==> src/rtl/rtc_pps_gen_if.sv <==
// rtc_pps_gen_if: time inputs, controls and pulse outputs of rtc_pps_gen.
// master drives the RTC time and controls; slave is the pulse generator.
interface rtc_pps_gen_if;
    logic [47:0] time_reg_sec;
    logic [37:0] time_reg_ns;
    logic        pps_en;
    logic        width_ld;
    logic [23:0] pulse_width_in;
    logic        trig_ld;
    logic [47:0] trig_sec_in;
    logic [29:0] trig_ns_in;
    logic        trig_cancel;
    logic        pps_out;
    logic        trig_out;
    logic        trig_armed;
    logic        trig_done;

    modport master (
        output time_reg_sec, time_reg_ns, pps_en,
        output width_ld, pulse_width_in,
        output trig_ld, trig_sec_in, trig_ns_in, trig_cancel,
        input  pps_out, trig_out, trig_armed, trig_done
    );

    modport slave (
        input  time_reg_sec, time_reg_ns, pps_en,
        input  width_ld, pulse_width_in,
        input  trig_ld, trig_sec_in, trig_ns_in, trig_cancel,
        output pps_out, trig_out, trig_armed, trig_done
    );
endinterface

==> src/rtl/rtc_pps_gen.sv <==
// rtc_pps_gen: PPS pulse on natural RTC second rollovers plus a one-shot
// trigger pulse at a programmed target time; widths in clk cycles.
// Ports: clk, rst (async, active-high), pif (rtc_pps_gen_if.slave).
module rtc_pps_gen #(
    parameter logic [23:0] PULSE_WIDTH_RST = 24'd12500000
) (
    input logic          clk,
    input logic          rst,
    rtc_pps_gen_if.slave pif
);

    typedef enum logic [1:0] {
        IDLE,
        ARMED,
        FIRING
    } trig_state_t;

    logic [47:0] sec_d1;
    logic [29:0] ns_d1;
    logic [29:0] ns_now;
    logic        rollover;

    logic [23:0] width_q;
    logic [23:0] width_eff;

    logic [23:0] pps_cnt;
    logic        pps_q;

    logic [47:0] tgt_sec;
    logic [29:0] tgt_ns;
    logic        hit;

    trig_state_t state, state_n;
    logic [23:0] trig_cnt, trig_cnt_n;
    logic        done_n;
    logic        trig_out_q;
    logic        trig_armed_q;
    logic        trig_done_q;

    // the sub-ns fraction plays no part in pulse timing
    logic        unused_frac;
    assign unused_frac = ^pif.time_reg_ns[7:0];

    assign ns_now = pif.time_reg_ns[37:8];

    // A natural rollover is exactly sec+1 with the ns field wrapping.
    // The sum is 48 bits, so all-ones -> 0 counts as a rollover too.
    assign rollover = (pif.time_reg_sec == sec_d1 + 48'd1)
                   && (ns_now < ns_d1);

    assign width_eff = (width_q == 24'd0) ? 24'd1 : width_q;

    assign hit = {pif.time_reg_sec, ns_now} >= {tgt_sec, tgt_ns};

    always_ff @(posedge clk or posedge rst) begin
        if (rst) begin
            sec_d1 <= '0;
            ns_d1  <= '0;
        end else begin
            sec_d1 <= pif.time_reg_sec;
            ns_d1  <= ns_now;
        end
    end

    always_ff @(posedge clk or posedge rst) begin
        if (rst) begin
            width_q <= PULSE_WIDTH_RST;
        end else if (pif.width_ld) begin
            width_q <= pif.pulse_width_in;
        end
    end

    // pps_out mirrors "counter non-zero after this edge"
    always_ff @(posedge clk or posedge rst) begin
        if (rst) begin
            pps_cnt <= '0;
            pps_q   <= 1'b0;
        end else if (!pif.pps_en) begin
            pps_cnt <= '0;
            pps_q   <= 1'b0;
        end else if (rollover) begin
            pps_cnt <= width_eff;
            pps_q   <= 1'b1;
        end else if (pps_cnt != 24'd0) begin
            pps_cnt <= pps_cnt - 24'd1;
            pps_q   <= (pps_cnt != 24'd1);
        end
    end

    always_comb begin
        state_n    = state;
        trig_cnt_n = trig_cnt;
        done_n     = 1'b0;
        if (pif.trig_ld) begin
            state_n    = ARMED;
            trig_cnt_n = '0;
        end else if (pif.trig_cancel) begin
            state_n    = IDLE;
            trig_cnt_n = '0;
        end else begin
            unique case (state)
                IDLE: begin
                    state_n = IDLE;
                end
                ARMED: begin
                    if (hit) begin
                        state_n    = FIRING;
                        trig_cnt_n = width_eff;
                    end
                end
                FIRING: begin
                    if (trig_cnt <= 24'd1) begin
                        state_n    = IDLE;
                        trig_cnt_n = '0;
                        done_n     = 1'b1;
                    end else begin
                        trig_cnt_n = trig_cnt - 24'd1;
                    end
                end
                default: begin
                    state_n    = IDLE;
                    trig_cnt_n = '0;
                end
            endcase
        end
    end

    always_ff @(posedge clk or posedge rst) begin
        if (rst) begin
            state        <= IDLE;
            trig_cnt     <= '0;
            trig_out_q   <= 1'b0;
            trig_armed_q <= 1'b0;
            trig_done_q  <= 1'b0;
            tgt_sec      <= '0;
            tgt_ns       <= '0;
        end else begin
            state        <= state_n;
            trig_cnt     <= trig_cnt_n;
            trig_out_q   <= (state_n == FIRING);
            trig_armed_q <= (state_n == ARMED);
            trig_done_q  <= done_n;
            if (pif.trig_ld) begin
                tgt_sec <= pif.trig_sec_in;
                tgt_ns  <= pif.trig_ns_in;
            end
        end
    end

    assign pif.pps_out    = pps_q;
    assign pif.trig_out   = trig_out_q;
    assign pif.trig_armed = trig_armed_q;
    assign pif.trig_done  = trig_done_q;

endmodule

==> src/flat_wrapper.sv <==
// flat-port wrapper written by rule: the top's interface ports become plain ports
module rtc_pps_gen_flat 
#(
    parameter logic [23:0] PULSE_WIDTH_RST = 24'd12500000
)
  (clk, rst, pif_time_reg_sec, pif_time_reg_ns, pif_pps_en, pif_width_ld, pif_pulse_width_in, pif_trig_ld, pif_trig_sec_in, pif_trig_ns_in, pif_trig_cancel, pif_pps_out, pif_trig_out, pif_trig_armed, pif_trig_done);
  rtc_pps_gen_if pif_i ();
  input logic clk;
  input logic rst;
  input wire logic [$bits(pif_i.time_reg_sec)-1:0] pif_time_reg_sec;
  input wire logic [$bits(pif_i.time_reg_ns)-1:0] pif_time_reg_ns;
  input wire logic [$bits(pif_i.pps_en)-1:0] pif_pps_en;
  input wire logic [$bits(pif_i.width_ld)-1:0] pif_width_ld;
  input wire logic [$bits(pif_i.pulse_width_in)-1:0] pif_pulse_width_in;
  input wire logic [$bits(pif_i.trig_ld)-1:0] pif_trig_ld;
  input wire logic [$bits(pif_i.trig_sec_in)-1:0] pif_trig_sec_in;
  input wire logic [$bits(pif_i.trig_ns_in)-1:0] pif_trig_ns_in;
  input wire logic [$bits(pif_i.trig_cancel)-1:0] pif_trig_cancel;
  output wire logic [$bits(pif_i.pps_out)-1:0] pif_pps_out;
  output wire logic [$bits(pif_i.trig_out)-1:0] pif_trig_out;
  output wire logic [$bits(pif_i.trig_armed)-1:0] pif_trig_armed;
  output wire logic [$bits(pif_i.trig_done)-1:0] pif_trig_done;
  assign pif_i.time_reg_sec = pif_time_reg_sec;
  assign pif_i.time_reg_ns = pif_time_reg_ns;
  assign pif_i.pps_en = pif_pps_en;
  assign pif_i.width_ld = pif_width_ld;
  assign pif_i.pulse_width_in = pif_pulse_width_in;
  assign pif_i.trig_ld = pif_trig_ld;
  assign pif_i.trig_sec_in = pif_trig_sec_in;
  assign pif_i.trig_ns_in = pif_trig_ns_in;
  assign pif_i.trig_cancel = pif_trig_cancel;
  assign pif_pps_out = pif_i.pps_out;
  assign pif_trig_out = pif_i.trig_out;
  assign pif_trig_armed = pif_i.trig_armed;
  assign pif_trig_done = pif_i.trig_done;
  rtc_pps_gen #(.PULSE_WIDTH_RST(PULSE_WIDTH_RST)) u_core (.clk(clk), .rst(rst), .pif(pif_i));
endmodule
==> config.mk <==
export PLATFORM = sky130hd
export DESIGN_NAME = rtc_pps_gen_flat
export DESIGN_NICKNAME = d
export VERILOG_FILES = /design/src/rtl/rtc_pps_gen_if.sv /design/src/rtl/rtc_pps_gen.sv /design/src/flat_wrapper.sv
export SDC_FILE = /design/constraint.sdc
export NUM_CORES = 1
export LEC_CHECK = 0
export CORE_AREA = 4 4 172 174
export DETAILED_ROUTE_END_ITERATION = 12
export DIE_AREA = 0 0 176 178
export PLACE_DENSITY = 0.79
export REMOVE_ABC_BUFFERS = 1
export SYNTH_ARGS = -nofsm -noshare
export SYNTH_HDL_FRONTEND = slang
export SYNTH_SLANG_ARGS = --single-unit
==> constraint.sdc <==
create_clock -name clk -period 9.4 [get_ports clk]
set_input_delay 1.88 -clock clk [delete_from_list [all_inputs] [get_ports clk]]
set_output_delay 1.88 -clock clk [all_outputs]
set_load 0.03 [all_outputs]
==> impl_metrics.yaml, run 1 <==
yosys:
  yosysMostFrequentCell: "dfrtp_1"
  synthTopCellsByArea: "dfrtp_1, ha_1, nand2_1, o21ai_0, xnor2_1"
  yosys.area.top_type: "dfrtp_1"
  synth_warnings: 0
  ys_seq_area_frac: 0.426
  synth.top_cells.by_count: "dfrtp_1, nand2_1, inv_1"
  synthCells: 1442
  syn_area_um2: 13800
  syn_area_per_cell_um2: 9.56
  async_flop_share: 1.00
  synth_top_area_frac: 0.403
  yosys_register_bits: 234
  ys.flop_type: "dfrtp_1"
  synth_edf_count: 0
  synth_cell_types: 81
power_and_ir_drop:
  powerDensity_nw_per_um2: 152
  leakage_nw: 7.55
  peakVddDrop_mv: 0.118
  power_mw: 2.57
placement:
  gp_congestion: 0.932
  dpl.hpwl_mm: 27.6
  io_buffers: 189
route:
  routed_via_density: 5.75
  ant_nets: 0
  drcViolationCount: 0
  wirelength_mm: 37.0
  drt-pass1-iter-count: 8
  wl_per_cell_um: 18.3
  initialDrtViolationCount: 894
  vias: 11600
clock_tree:
  cts_hold_buf: 0
  htree_levels: 1
  clock_sinks: 234
  cts_max_path_buffers: 3
  cts_tree: "yes"
  root_buffer: "clkbuf_16"
  cts_resized: 0
  numCtsBuffers: 26
  post_cts_buffers: 0
  clk_pin_slew_ps: 60
  clk_latency_ps: 530
timing:
  drv_slew: 0
  setup_violations: 0
  fin_crit_ps: 6400
  timing.final.crit_share: 0.681
  hold_viol: 0
  rsz0062_at_grt: "no"
  fin_skew_ps: 13.3
  finalSetupTns_ps: 0
  fmax_mhz: 156
  tightest_slew_ps: 1140
  slew_headroom: 0.242
global_routing:
  grt_pass1_wl_mm: 59.9
  grt_pass1_vias: 11600
  antenna_found_initial: 1
  grt_overflow: 0
  grt.total_usage: 0.234
  grt_max_degree: 114
critical_path:
  reg2regPathDepth: 12
  r2r-end: "u_core.trig_cnt[5]"
  end_kind: "register"
  cpPeakStageDelay_ps: 870
  r2r_slack_ps: 4590
  critical_path.max_fanout: 17
  rr_startpoint: "u_core.tgt_sec[29]"
  critical_path.top_delay_family: "simple AND/OR/NAND/NOR gates"
  arrival_ps: 6820
  path_cells: "clkdlybuf4s50_1 -> ha_1 -> nand4_1 -> nor4_1 -> nand2_1 -> nor3_1 -> o21a_1 -> o21ai_0 -> and3_1 -> a21oi_1 -> nand3_1 -> o22ai_1"
  cp_data_required_time_ps: 9810
  cpMaxStageDelayCell: "a21oi_1"
  criticalPathCategory: "in -> reg"
  path_buf_inv: 1
  worst_setup_path_start_kind: "primary input"
worst_hold_path:
  holdPathStages: 1
  hold_class: "reg -> reg"
  min_to: "u_core.trig_cnt[7]"
  min_from: "u_core.trig_cnt[7]"
finish:
  area_growth_pct: 22.4
  final_nets: 1930
  fillers: 2339
  layout-drive-gt1-share: 0.0775
  multi_input_area_um2: 7240
  seqCellArea_um2: 5870
floorplanning:
  die_area_um2: 31300
  die_y_um: 178
  dieWidth_um: 176
  initial_core_util: 0.496
  rows: 61
  core_um2: 27800
  ios: 198
run_status:
  outcome: "complete, no violations"
run:
  drv_cap: 0
==> power by group <==
| group | internal (mW) | switching (mW) | leakage, nW | total (mW) |
|---|---|---|---|---|
| clock network | 0.631 | 0.406 | 0.440 | 1.04 |
| logic | 0.196 | 0.223 | 4.24 | 0.419 |
| registers | 1.07 | 0.0457 | 2.87 | 1.12 |
| total | 1.90 | 0.674 | 7.55 | 2.57 |
==> flip-flops by register name, indices dropped and copies added, names as in the netlist <==
| signal | cells |
|---|---|
| u_core.sec_d1 | 48 |
| u_core.trig_cnt | 24 |
| u_core.pif.pps_out | 1 |
| u_core.pif.trig_done | 1 |
| u_core.ns_d1 | 30 |
| u_core.pps_cnt | 24 |
| u_core.state | 2 |
| u_core.width_q | 24 |
| u_core.tgt_ns | 30 |
| u_core.tgt_sec | 48 |
| u_core.pif.trig_armed | 1 |
| u_core.pif.trig_out | 1 |
==> metrics by stage <==
step	area, um^2	utilization	worst slack (ps)	cells	hold WS [ps]
after detailed placement	16000	0.576	2550	1971	509
after CTS	16900	0.608	3110	2017	526
after floorplan	13600	-	1120	1399	480
after global routing	16900	0.608	2570	2018	549
final	16900	0.608	3000	2018	520
after global placement	16000	0.576	2630	1971	495
==> worst reg2reg max path: cells and delay by family (launching register included) <==
kind | cells | cell delay [ps]
simple gates | 6 | 2360
flops | 1 | 330
fa+ha+maj | 1 | 290
compound gates | 4 | 1660
buf+inv | 1 | 50
==> cell type report <==
class                      count  area share
antenna                        1    0.000148
clock buffer                  38      0.0466
clock inverter                 8     0.00534
inverter                     129      0.0291
multi-input combinational   1036       0.429
sequential                   234       0.348
tap                          378      0.0280
timing repair buffer         194       0.114
==> layer usage <==
layer / track usage / vias up / routed length (um)
met4: 0.0669 / 0 / 1040
met1: 0.330 / 5593 / 16700
met3: 0.0316 / 73 / 2470
met2: 0.383 / 404 / 16800
li1: - / 5524 / -
met5: 0 / - / 0
==> kinds of logic after synthesis <==
family	count (synthesis)	synth area share
AOI/OAI and AO/OA	314	0.156
xor gates and xnor gates	91	0.0578
adders and majority gates	115	0.104
buffers and inverters	172	0.0491
DFF	234	0.426
muxes	32	0.0256
and+or+nand+nor	484	0.181
==> worst max path at each step <==
stage / startpoint / to / cells past startpoint / slack (ps)
finish: pif_time_reg_sec[30] / u_core.trig_cnt[5] / 12 / 3000
global route: pif_time_reg_sec[30] / u_core.trig_cnt[10] / 12 / 2570
CTS: pif_time_reg_sec[30] / u_core.trig_cnt[9] / 12 / 3110
detailed placement: pif_time_reg_sec[30] / u_core.trig_cnt[0] / 12 / 2550
global placement: pif_time_reg_sec[30] / u_core.trig_cnt[16] / 12 / 2630
floorplan: rst / u_core.ns_d1[0] / 1 / 1120
==> cell usage in the layout (no fill, tap or decap), types with 48 or more instances in the layout <==
master,n
xnor2_1,58
inv_1,127
nand2_1,164
dfrtp_1,222
clkdlybuf4s50_1,188
o21ai_0,108
ha_1,115
nor2_1,69
nand4_1,52
a21oi_1,48
(Power assumes the default switching activity.)
==> run 2: changes to the inputs <==
--- a/config.mk
+++ b/config.mk
@@ -8,7 +8,7 @@
 export CORE_AREA = 4 4 172 174
 export DETAILED_ROUTE_END_ITERATION = 12
 export DIE_AREA = 0 0 176 178
-export PLACE_DENSITY = 0.79
+export PLACE_DENSITY = 0.82
 export REMOVE_ABC_BUFFERS = 1
 export SYNTH_ARGS = -nofsm -noshare
 export SYNTH_HDL_FRONTEND = slang
==> constraint.sdc (replaced) <==
create_clock -name clk -period 5.3 [get_ports clk]
set_input_delay 1.06 -clock clk [delete_from_list [all_inputs] [get_ports clk]]
set_output_delay 1.06 -clock clk [all_outputs]
set_load 0.03 [all_outputs]
==> impl_metrics.yaml, run 2 (same netlist as run 1, synthesis figures left out) <==
global_routing:
  grt_pass1_vias: 11800
  grt_max_degree: 138
  grt.total_usage: 0.233
  grt_pass1_wl_mm: 59.9
  grt_overflow: 0
  antenna_found_initial: 2
route:
  drt-pass1-iter-count: 6
  routed_via_density: 5.74
  initialDrtViolationCount: 1104
  wirelength_mm: 37.1
  vias: 11700
  wl_per_cell_um: 18.3
  drcViolationCount: 0
  ant_nets: 0
floorplanning:
  dieWidth_um: 176
  ios: 198
  die_area_um2: 31300
  core_um2: 27800
  rows: 61
  die_y_um: 178
  initial_core_util: 0.496
finish:
  final_nets: 1941
  multi_input_area_um2: 7240
  layout_commonest_cell: "dfrtp_1"
  reg_top3: "u_core.sec_d1: 48 flops, u_core.tgt_sec: 48 flops"
  final_cell_mix: "dfrtp_1, clkdlybuf4s50_1, nand2_1, inv_1, ha_1"
  layout-drive-gt1-share: 0.0854
  fin_cells: 2031
  fillers: 2325
  seqCellArea_um2: 5870
  design_area_um2: 17000
  area_growth_pct: 23.2
run:
  drv_cap: 0
clock_tree:
  htree_levels: 1
  cts_hold_buf: 0
  numCtsBuffers: 27
  root_buffer: "clkbuf_16"
  cts_tree: "yes"
  clk_pin_slew_ps: 60
  clock_sinks: 234
  post_cts_buffers: 0
  cts_max_path_buffers: 3
  cts_resized: 0
  clk_latency_ps: 520
placement:
  dpl_cell_area_um2: 16100
  gp_congestion: 0.917
  placedCellCount: 1981
  dpl.hpwl_mm: 27.9
  io_buffers: 189
timing:
  hold_viol: 0
  drv_slew: 0
  setup_violations: 0
  slew_headroom: 0.277
  rsz0062_at_grt: "no"
  fmax_mhz: 237
  fin_skew_ps: 11.4
  timing.final.crit_share: 0.796
  tightest_slew_ps: 1090
  fin_crit_ps: 4220
critical_path:
  cpPeakStageDelay_ps: 600
  worst_setup_path_start_kind: "primary input"
  criticalPathCategory: "in -> reg"
  arrival_ps: 4680
  cpMaxStageDelayCell: "nor3_1"
  critical_path.max_fanout: 17
  path_buf_inv: 2
  crit_top_cell: "a21o_1"
  cp_data_required_time_ps: 5760
  path_cells: "clkdlybuf4s50_1 -> ha_1 -> a21o_1 -> a21o_1 -> a21o_1 -> a21o_1 -> a221oi_1 -> or3_1 -> o2111a_1 -> a21oi_1 -> buf_4 -> nor3_1 -> a22o_1"
  critical_path.top_delay_family: "compound AO/OA/AOI/OAI gates"
  end_kind: "register"
power_and_ir_drop:
  peakVddDrop_mv: 0.188
  power_switching_share: 0.268
  clkPwrFrac: 0.406
  p_int_mw: 3.36
  power_frac_seq: 0.431
  power.switching_mw: 1.23
  combPwrFrac: 0.163
  leakage_nw: 7.61
  powerDensity_nw_per_um2: 270
  power_mw: 4.59
run_status:
  outcome: "complete, no violations"
worst_hold_path:
  hold_class: "reg -> reg"
-- run 2: changes by cell type in the layout (fill, tap and decap cells not counted), sizes merged --
cell	before	now
clkbuf	38	31
buf	6	16
clkinvlp	0	3
inv	129	131
diode	1	2
bufinv	2	3
clkinv	6	9
-- run 2: final cells by class --
class | instances | share of cell area
Multi-Input combinational cell | 1036 | 0.426
Sequential cell | 234 | 0.346
Timing Repair Buffer | 204 | 0.119
Clock buffer | 31 | 0.0418
Inverter | 129 | 0.0289
Tap cell | 378 | 0.0278
Clock inverter | 17 | 0.0105
Antenna cell | 2 | 0.000295
-- run 2: worst paths after layout --
kind / cells past startpoint / start / slack, ps / end
setup reg to reg: 12 / u_core.sec_d1[0] / 1390 / u_core.pps_cnt[6]
setup / recovery: 13 / pif_time_reg_sec[8] / 1080 / u_core.trig_cnt[1]
hold reg to reg: 1 / u_core.tgt_ns[0] / 520 / u_core.tgt_ns[0]
hold / removal: 1 / u_core.tgt_ns[0] / 520 / u_core.tgt_ns[0]
max in group asynchronous: 3 / rst / 3040 / u_core.width_q[2]
min in group asynchronous: 2 / rst / 1060 / u_core.tgt_ns[6]
-- run 2: routing by layer --
| metal | track usage | up-vias | share of wire |
|---|---|---|---|
| met5 | 0 | - | 0 |
| met4 | 0.0721 | 0 | 0.026 |
| met3 | 0.0335 | 68 | 0.074 |
| met2 | 0.372 | 447 | 0.45 |
| met1 | 0.330 | 5596 | 0.45 |
| li1 | - | 5556 | - |
-- run 2: power groups by stage --
stage	registers, mW	logic, mW	clock network (mW)
floorplan	1.98	0.420	0
CTS	1.98	0.748	1.90
detailed placement	2.01	0.740	0
global placement	2.00	0.714	0
global route	1.99	0.841	1.98
finish	1.98	0.747	1.87
-- run 2: metrics by stage --
stage | utilization | hold WS (ps) | setup WS (ps) | setup TNS [ps]
4_1_cts | 0.611 | 519 | 1180 | 0
3_5_place_dp | 0.579 | 506 | 646 | 0
3_3_place_gp | 0.579 | 493 | 632 | 0
2_1_floorplan | - | 480 | -2160 | -483300
5_1_grt | 0.611 | 541 | 869 | 0
6_report | 0.611 | 518 | 1080 | 0
==> run 3: changes to the inputs <==
==> constraint.sdc (replaced) <==
create_clock -name clk -period 3.65 [get_ports clk]
set_input_delay 0.73 -clock clk [delete_from_list [all_inputs] [get_ports clk]]
set_output_delay 0.73 -clock clk [all_outputs]
set_load 0.03 [all_outputs]
==> impl_metrics.yaml, run 3 (same netlist as run 1, synthesis figures left out) <==
run_status:
  outcome: "complete, no violations"
critical_path:
  criticalPathCategory: "in -> reg"
  r2r-end: "u_core.pps_cnt[5]"
  end_kind: "register"
  worst_setup_path_start_kind: "primary input"
  critical_path.max_fanout: 10
  worstSetupStartpoint: "pif_time_reg_ns[27]"
  rr_startpoint: "u_core.sec_d1[0]"
  reg2regPathDepth: 14
  r2r_slack_ps: 150
  arrival_ps: 4000
  cp_data_required_time_ps: 4080
global_routing:
  grt_pass1_vias: 12500
  antenna_found_initial: 3
  grt_max_degree: 160
  grt.total_usage: 0.252
  grt_pass1_wl_mm: 64.5
  grt_overflow: 0
finish:
  final_cell_mix: "dfrtp_1, clkdlybuf4s50_1, nand2_1, buf_4, inv_1"
  fillers: 2157
  layout_commonest_cell: "dfrtp_1"
  design_area_um2: 18300
  reg_top3: "u_core.sec_d1: 48 flops, u_core.tgt_sec: 48 flops"
  area_growth_pct: 32.5
  utilization: 0.658
  layout-drive-gt1-share: 0.163
  final_nets: 2073
run:
  drv_cap: 0
floorplanning:
  ios: 198
  dieWidth_um: 176
  die_y_um: 178
  rows: 61
  die_area_um2: 31300
  core_um2: 27800
  initial_core_util: 0.496
timing:
  slew_headroom: 0.312
  hold_viol: 0
  setup_violations: 0
  fmax_mhz: 280
  timing.final.crit_share: 0.978
  tightest_slew_ps: 1030
  finalSetupTns_ps: 0
  fin_ws_ps: 79.0
  drv_slew: 0
  fin_skew_ps: 9.10
  fin_crit_ps: 3570
power_and_ir_drop:
  powerDensity_nw_per_um2: 386
  power_mw: 7.05
  peakVddDrop_mv: 0.352
  leakage_nw: 8.33
clock_tree:
  root_buffer: "clkbuf_16"
  cts_tree: "yes"
  cts_max_path_buffers: 3
  htree_levels: 1
  numCtsBuffers: 26
  clock_sinks: 234
  clk_latency_ps: 530
  cts_hold_buf: 0
  clk_pin_slew_ps: 60
route:
  routed_via_density: 5.77
  vias: 12500
  initialDrtViolationCount: 1106
  ant_nets: 0
  wirelength_mm: 41.1
  drcViolationCount: 0
  wl_per_cell_um: 19.0
  drt-pass1-iter-count: 6
worst_hold_path:
  holdPathStages: 1
  min_to: "u_core.tgt_ns[0]"
  min_from: "u_core.tgt_ns[0]"
  hold_class: "reg -> reg"
placement:
  dp_slack_ps: -667
  gp_congestion: 0.975
  io_buffers: 189
  dpl_cell_area_um2: 17100
  dpl.hpwl_mm: 30.0
-- run 3: cell count changes in the layout (fill, tap and decap cells not counted), sizes merged, moves of 2 or more --
cell,before,now
buf,16,147
bufinv,3,5
clkbuf,31,40
clkinv,9,2
inv,131,129
-- run 3: worst max-delay path by stage --
stage / endpoint / cells past startpoint
3_3_place_gp: u_core.trig_cnt[1] / 14
5_1_grt: u_core.trig_cnt[8] / 15
3_5_place_dp: u_core.trig_cnt[1] / 14
6_report: u_core.pps_cnt[5] / 15
4_1_cts: u_core.pps_cnt[5] / 13
2_1_floorplan: u_core.ns_d1[0] / 1
-- run 3: per-stage QoR --
| stage | hold slack [ps] | std cells |
|---|---|---|
| floorplan | 480 | 1399 |
| global placement | 494 | 2106 |
| detailed placement | 507 | 2106 |
| CTS | 521 | 2154 |
| global route | 546 | 2165 |
| finish | 523 | 2165 |
-- run 3: power breakdown --
group	internal, mW	total (mW)	switching [mW]
Combinational	0.625	1.26	0.632
Sequential	2.76	2.88	0.120
Clock	1.83	2.92	1.09
-- run 3: critical path, cell delays in order --
cell             delay (ps)
clkdlybuf4s50_1         450
buf_4                   160
ha_1                    310
nand4_1                 130
nor2_1                   60
o31ai_1                 280
buf_4                   190
nand2_1                  80
a2111oi_2               340
nand4_1                 170
nor4_2                  290
and4_4                  340
o21ai_4                 110
buf_12                  170
a211oi_2                190
-- run 3: final cells by class --
type / count / area [um^2] / area share
Antenna cell: 3 / 7.51 / 0.000411
Clock buffer: 39 / 781 / 0.0427
Tap cell: 378 / 473 / 0.0259
Timing Repair Buffer: 337 / 3100 / 0.170
Clock inverter: 9 / 175 / 0.00959
Multi-Input combinational cell: 1036 / 7370 / 0.403
Sequential cell: 234 / 5870 / 0.321
Inverter: 129 / 492 / 0.0269
-- run 3: repair_timing --
item / CTS / global route
gates resized for setup: 2 / 23
setup endpoints to repair: 14 / 49
pin swaps: 0 / 6
setup buffers: 0 / 6
gates cloned: 0 / 2
-- run 3: metal layers --
metal / vias up / GRT usage / share of wire
li1: 5805 / - / -
met1: 6081 / 0.340 / 0.43
met2: 513 / 0.420 / 0.47
met3: 100 / 0.0365 / 0.070
met4: 0 / 0.0880 / 0.035
met5: - / 0 / 0
